===== src/rtl/uart_rx_bit_sampler.sv =====
// UART RX bit-timing controller: synchronises the rx pin, validates the start
// bit and strobes each frame bit at mid-bit with a 3-sample majority vote.
// Also reports false starts, framing errors and line breaks.
module uart_rx_bit_sampler #(
  parameter int OVERSAMPLE = 16,
  parameter int DIV_W      = 16,
  parameter int FRAME_BITS = 11
) (
  input  logic             clk,
  input  logic             rst_n,
  input  logic             enable_i,
  input  logic [DIV_W-1:0] baud_div_i,
  input  logic             rx_async_i,
  output logic             rx_sync_o,
  output logic             bit_strobe_o,
  output logic [3:0]       bit_index_o,
  output logic             bit_value_o,
  output logic             busy_o,
  output logic             start_err_o,
  output logic             frame_err_o,
  output logic             break_det_o
);

  localparam int OS_W = $clog2(OVERSAMPLE);
  localparam logic [OS_W-1:0] OS_LAST = OS_W'(OVERSAMPLE - 1);
  localparam logic [OS_W-1:0] MID_LO  = OS_W'(OVERSAMPLE / 2 - 1);
  localparam logic [OS_W-1:0] MID     = OS_W'(OVERSAMPLE / 2);
  localparam logic [OS_W-1:0] MID_HI  = OS_W'(OVERSAMPLE / 2 + 1);
  localparam logic [3:0]      LAST_DATA_IDX = 4'(FRAME_BITS - 2);
  localparam logic [3:0]      STOP_IDX      = 4'(FRAME_BITS - 1);

  typedef enum logic [1:0] {IDLE, START, DATA, STOP} state_e;

  state_e           state_q, state_d;
  logic             sync1_q, sync2_q, rx_prev_q;
  logic [DIV_W-1:0] presc_q, presc_d;
  logic [OS_W-1:0]  os_cnt_q, os_cnt_d;
  logic [1:0]       samp_q, samp_d;
  logic [3:0]       bit_cnt_q, bit_cnt_d;
  logic             all_zero_q, all_zero_d;
  logic             bit_strobe_q, bit_strobe_d;
  logic [3:0]       bit_index_q, bit_index_d;
  logic             bit_value_q, bit_value_d;
  logic             start_err_q, start_err_d;
  logic             frame_err_q, frame_err_d;
  logic             break_det_q, break_det_d;

  logic             os_tick, start_acc, is_samp, mid_done, vote;
  logic [DIV_W-1:0] reload;

  // Two-flop synchroniser for the raw pin plus a delayed copy for edge detection.
  // NOTE: sequential state uses non-blocking (<=) so every flop samples pre-edge values.
  always_ff @(posedge clk or negedge rst_n) begin
    if (!rst_n) begin
      sync1_q   <= 1'b1;
      sync2_q   <= 1'b1;
      rx_prev_q <= 1'b1;
    end else begin
      sync1_q   <= rx_async_i;
      sync2_q   <= sync1_q;
      rx_prev_q <= sync2_q;
    end
  end

  // Decoded timing events; a divisor of 0 behaves like 1.
  always_comb begin
    reload    = (baud_div_i == '0) ? '0 : baud_div_i - DIV_W'(1);
    os_tick   = (presc_q == '0);
    start_acc = (state_q == IDLE) && enable_i && rx_prev_q && !sync2_q;
    is_samp   = os_tick && ((os_cnt_q == MID_LO) || (os_cnt_q == MID) ||
                            (os_cnt_q == MID_HI));
    mid_done  = os_tick && (os_cnt_q == MID_HI);
    vote      = (samp_q[1] & samp_q[0]) | (samp_q[1] & sync2_q) |
                (samp_q[0] & sync2_q);
  end

  // Next-state logic for the prescaler, oversample counter and bit FSM.
  // NOTE: every variable gets a default first so no path can infer a latch.
  always_comb begin
    state_d      = state_q;
    presc_d      = (start_acc || os_tick) ? reload : presc_q - DIV_W'(1);
    os_cnt_d     = os_cnt_q;
    samp_d       = samp_q;
    bit_cnt_d    = bit_cnt_q;
    all_zero_d   = all_zero_q;
    bit_strobe_d = 1'b0;
    bit_index_d  = bit_index_q;
    bit_value_d  = bit_value_q;
    start_err_d  = 1'b0;
    frame_err_d  = 1'b0;
    break_det_d  = 1'b0;

    if (start_acc)    os_cnt_d = '0;
    else if (os_tick) os_cnt_d = (os_cnt_q == OS_LAST) ? '0 : os_cnt_q + OS_W'(1);

    if (is_samp) samp_d = {samp_q[0], sync2_q};

    unique case (state_q)
      IDLE: if (start_acc) state_d = START;
      START: if (mid_done) begin
        if (!vote) begin
          bit_strobe_d = 1'b1;
          bit_index_d  = 4'd0;
          bit_value_d  = 1'b0;
          bit_cnt_d    = 4'd1;
          all_zero_d   = 1'b1;
          state_d      = DATA;
        end else begin
          start_err_d  = 1'b1;
          state_d      = IDLE;
        end
      end
      DATA: if (mid_done) begin
        bit_strobe_d = 1'b1;
        bit_index_d  = bit_cnt_q;
        bit_value_d  = vote;
        all_zero_d   = all_zero_q & ~vote;
        bit_cnt_d    = bit_cnt_q + 4'd1;
        if (bit_cnt_q == LAST_DATA_IDX) state_d = STOP;
      end
      STOP: if (mid_done) begin
        // Return to IDLE at mid-stop so a following start edge is not missed.
        bit_strobe_d = 1'b1;
        bit_index_d  = STOP_IDX;
        bit_value_d  = vote;
        frame_err_d  = !vote;
        break_det_d  = !vote && all_zero_q;
        state_d      = IDLE;
      end
      default: state_d = IDLE;
    endcase

    // Disabling drops any partial frame silently.
    if (!enable_i) begin
      state_d      = IDLE;
      bit_strobe_d = 1'b0;
      bit_index_d  = bit_index_q;
      bit_value_d  = bit_value_q;
      start_err_d  = 1'b0;
      frame_err_d  = 1'b0;
      break_det_d  = 1'b0;
    end
  end

  // State and output registers.
  always_ff @(posedge clk or negedge rst_n) begin
    if (!rst_n) begin
      state_q      <= IDLE;
      presc_q      <= '0;
      os_cnt_q     <= '0;
      samp_q       <= 2'b11;
      bit_cnt_q    <= '0;
      all_zero_q   <= 1'b0;
      bit_strobe_q <= 1'b0;
      bit_index_q  <= '0;
      bit_value_q  <= 1'b1;
      start_err_q  <= 1'b0;
      frame_err_q  <= 1'b0;
      break_det_q  <= 1'b0;
    end else begin
      state_q      <= state_d;
      presc_q      <= presc_d;
      os_cnt_q     <= os_cnt_d;
      samp_q       <= samp_d;
      bit_cnt_q    <= bit_cnt_d;
      all_zero_q   <= all_zero_d;
      bit_strobe_q <= bit_strobe_d;
      bit_index_q  <= bit_index_d;
      bit_value_q  <= bit_value_d;
      start_err_q  <= start_err_d;
      frame_err_q  <= frame_err_d;
      break_det_q  <= break_det_d;
    end
  end

  assign rx_sync_o    = sync2_q;
  assign bit_strobe_o = bit_strobe_q;
  assign bit_index_o  = bit_index_q;
  assign bit_value_o  = bit_value_q;
  assign busy_o       = (state_q != IDLE);
  assign start_err_o  = start_err_q;
  assign frame_err_o  = frame_err_q;
  assign break_det_o  = break_det_q;

endmodule

===== config.mk =====
export PLATFORM = sky130hd
export DESIGN_NAME = uart_rx_bit_sampler
export DESIGN_NICKNAME = d
export VERILOG_FILES = /design/src/rtl/uart_rx_bit_sampler.sv
export SDC_FILE = /design/constraint.sdc
export NUM_CORES = 1
export LEC_CHECK = 0
export CORE_UTILIZATION = 35
export CTS_BUF_LIST = sky130_fd_sc_hd__clkbuf_16
export DETAILED_ROUTE_END_ITERATION = 6
export PLACE_DENSITY = 0.59
export REMOVE_ABC_BUFFERS = 1
export SYNTH_ARGS = -nofsm -noshare
export SYNTH_HDL_FRONTEND = slang
export SYNTH_SLANG_ARGS = --single-unit

===== constraint.sdc =====
create_clock -name clk -period 3.3 [get_ports clk]
set_input_delay 0.495 -clock clk [delete_from_list [all_inputs] [get_ports clk]]
set_output_delay 0.495 -clock clk [all_outputs]
set_load 0.01 [all_outputs]

==> flow_summary.ini <==
[sta]
setup_ws_ns = 0.925
skew_ns = 0.00577
finalMaxSlewViolations = 0
timing.fmax_mhz = 421
rsz0062_at_grt = no
final-setup-viol-count = 0
period_share_pct = 72.0
hold_viol = 0
relSlewSlack_pct = 38.8
tightestPinTransition_ns = 0.919
finalSetupTns_ns = 0
finalCriticalPeriod_ns = 2.37

[synth]
yosysWarnings = 0
async_flop_share_pct = 100
ys_ff_latch = 41
synthTopCellsByArea = dfrtp_1 36%, dfstp_2 6.4%, xnor2_1 5.7%
synth_cells = 264
yosysSeqAreaShare_pct = 42.0
synth_area_um2 = 2460
yosysTopAreaCellShare_pct = 35.6
avgSynthCellArea_um2 = 9.32
synth_edf_count = 0
ys.flop_type = dfrtp_1
synth_cell_types = 57
synth_top_cell_by_area = dfrtp_1

[global_routing]
grt_max_degree = 42
grt_pass1_wl_mm = 9.16
antenna_found_initial = 0
grt-ovfl-total = 0
grt_pass1_vias = 1967
grtUsageTotal_pct = 15.7

[floorplanning]
placementRows = 30
die_h_um = 85.9
fp.coreArea_um2 = 6790
floorplan.initialDensity_pct = 36.2
die_area_um2 = 7370
die_x_um = 85.9
ios = 31

[place]
pre_cts_ws_ns = 0.593
io_buffers = 30
dp.cells = 383
dpl.hpwl_mm = 3.79
place.gp.congestion = 0.766

[detailed_routing]
wl_met3_um = 160
met1_length_mm = 2.55
initialDrtViolationCount = 44
drc = 0
vias = 2033
vias_per_cell = 5.20
ant_nets = 0
highest_layer = met4
dr_wl_met2_mm = 2.38
routedWlPerCell_um = 13.2
wl_mm = 5.18
first_pass_iters = 4

[power]
p_total_uw = 1460
ir_drop_mv = 0.228
p_leak_uw = 0.00122
p_comb_share_pct = 21.9
p_switching_uw = 441
sw_frac_of_total_pct = 30.2
seq_power_share_pct = 46.8
internal-power_uw = 1020
power.density_nw_per_um2 = 487
pwr-share-clk_pct = 31.3

[status]
status = finished, final reports clean

[setup_path]
path_max_fanout = 7
critical_path_arrival_ns = 2.53
worstSetupPathType = in -> reg
slowest_stage = nor2b_1
crit_chain = clkdlybuf4s50_1 > inv_1 > ha_1 > nor3b_1 > nand4_1 > nor2b_1 > a211o_1 > o21ai_1
endpoint_kind = flip-flop
startpoint_type = input port
crit_required_ns = 3.46
max_stage_delay_ns = 0.46

[cells_and_area]
nets = 321
antenna_cells = 0
area_growth_pct = 21.8
layout-drive-gt1-share_pct = 7.80
layout.cells.non_filler = 391

[min_path]
hp-class = in -> async

[clock_tree]
cts_tree = built
clock_latency_ns = 0.28
cts_max_level = 2
cts-root-buf = clkbuf_16
holdBufCountCts = 0
cts.sinks = 41
clkTransAtPathRegs_ns = 0.06
clock_path_buffers = 2
numCtsBuffers = 5
postCtsSetupBuffers = 0
ctsResizeCount = 0

[flow_run]
drv_cap = 0
[worst max-delay path: cells and delay by family]
family | cells | cell delay [ns]
compound gates | 2 | 0.21
fa+ha+maj | 1 | 0.22
buf+inv | 2 | 0.53
simple gates | 3 | 1.06
[per-layer routing]
layer / global-route usage (%) / vias to the layer above
met4: 5.45 / 0
met2: 25.7 / 45
met3: 3.75 / 8
met1: 20.4 / 950
met5: 0 / -
li1: - / 1030
[power groups by stage]
stage	clock network (µW)	registers [µW]	logic, µW
6_report	456	683	320
5_1_grt	499	697	362
4_1_cts	475	681	324
3_5_place_dp	0	689	322
3_3_place_gp	0	688	315
2_1_floorplan	0	666	225
[synthesized netlist by cell type, types with 3 or more instances]
master	n
nor4_1	6
nand3_1	15
clkbuf_1	9
and2_1	3
a21oi_1	13
inv_1	10
o21ai_1	8
and4_1	4
xor2_1	5
a31oi_1	4
nand3b_1	3
xnor2_1	16
o21ai_0	7
nor3_1	6
nand2_1	24
dfrtp_1	35
nor2b_1	4
nand4_1	5
nand2b_1	3
nor2_1	16
dfstp_2	6
o31ai_1	5
nor3b_1	3
mux2i_1	3
ha_1	7
[cell type report]
class / instances / area [µm²]
tap: 96 / 120
timing repair buffer: 33 / 318
fill: 673 / 3800
multi-input combinational: 203 / 1350
sequential: 41 / 1030
clock inverter: 3 / 11.3
clock buffer: 5 / 125
inverter: 10 / 37.5
[flip-flops by register name, summed over array words and instances (netlist names), 2 cells and up]
name and count:
samp_q 2, state_q 2, presc_q 16, bit_index_o 4
bit_cnt_q 4, os_cnt_q 4
[metrics by stage]
step	utilization (%)	hold slack, ns	cell area (µm²)
after floorplan	-	0.199	2420
after global placement	42.1	0.346	2860
after detailed placement	42.1	0.349	2860
after CTS	44.1	0.357	3000
after global routing	44.1	0.363	3000
final	44.1	0.348	3000
[cells in the final DEF, fill, tap and decap left out, types with 6 or more instances in the layout]
| cell type | Yosys | layout |
|---|---|---|
| inv_1 | 10 | 13 |
| nor3_1 | 6 | 6 |
| dfstp_2 | 6 | 6 |
| o21ai_0 | 7 | 7 |
| nor4_1 | 6 | 6 |
| nand2_1 | 24 | 24 |
| ha_1 | 7 | 7 |
| o21ai_1 | 8 | 8 |
| nor2_1 | 16 | 16 |
| nand3_1 | 15 | 15 |
| a21oi_1 | 13 | 13 |
| clkdlybuf4s50_1 | 0 | 29 |
| xnor2_1 | 16 | 16 |
| dfrtp_1 | 35 | 35 |
[final timing paths]
check / slack, ns / cells past startpoint / end / startpoint
setup / recovery: 0.93 / 8 / presc_q[6] / baud_div_i[0]
hold / removal: 0.35 / 1 / os_cnt_q[1] / rst_n
setup reg to reg: 1.15 / 7 / bit_index_o[2] / presc_q[0]
hold reg to reg: 0.35 / 0 / rx_sync_o / sync1_q
max in group asynchronous: 2.37 / 1 / presc_q[11] / rst_n
min in group clk: 0.35 / 0 / rx_sync_o / sync1_q
[kinds of logic after synthesis]
group / synth area share, %
adder cells (fa/ha/maj): 3.56
XOR/XNOR: 7.47
buffers and inverters: 3.10
multiplexers: 2.14
AND/OR/NAND/NOR: 26.2
AO/OA/AOI/OAI: 15.6
flip-flops: 42.0
No activity file was read; power rests on OpenSTA's default activity.
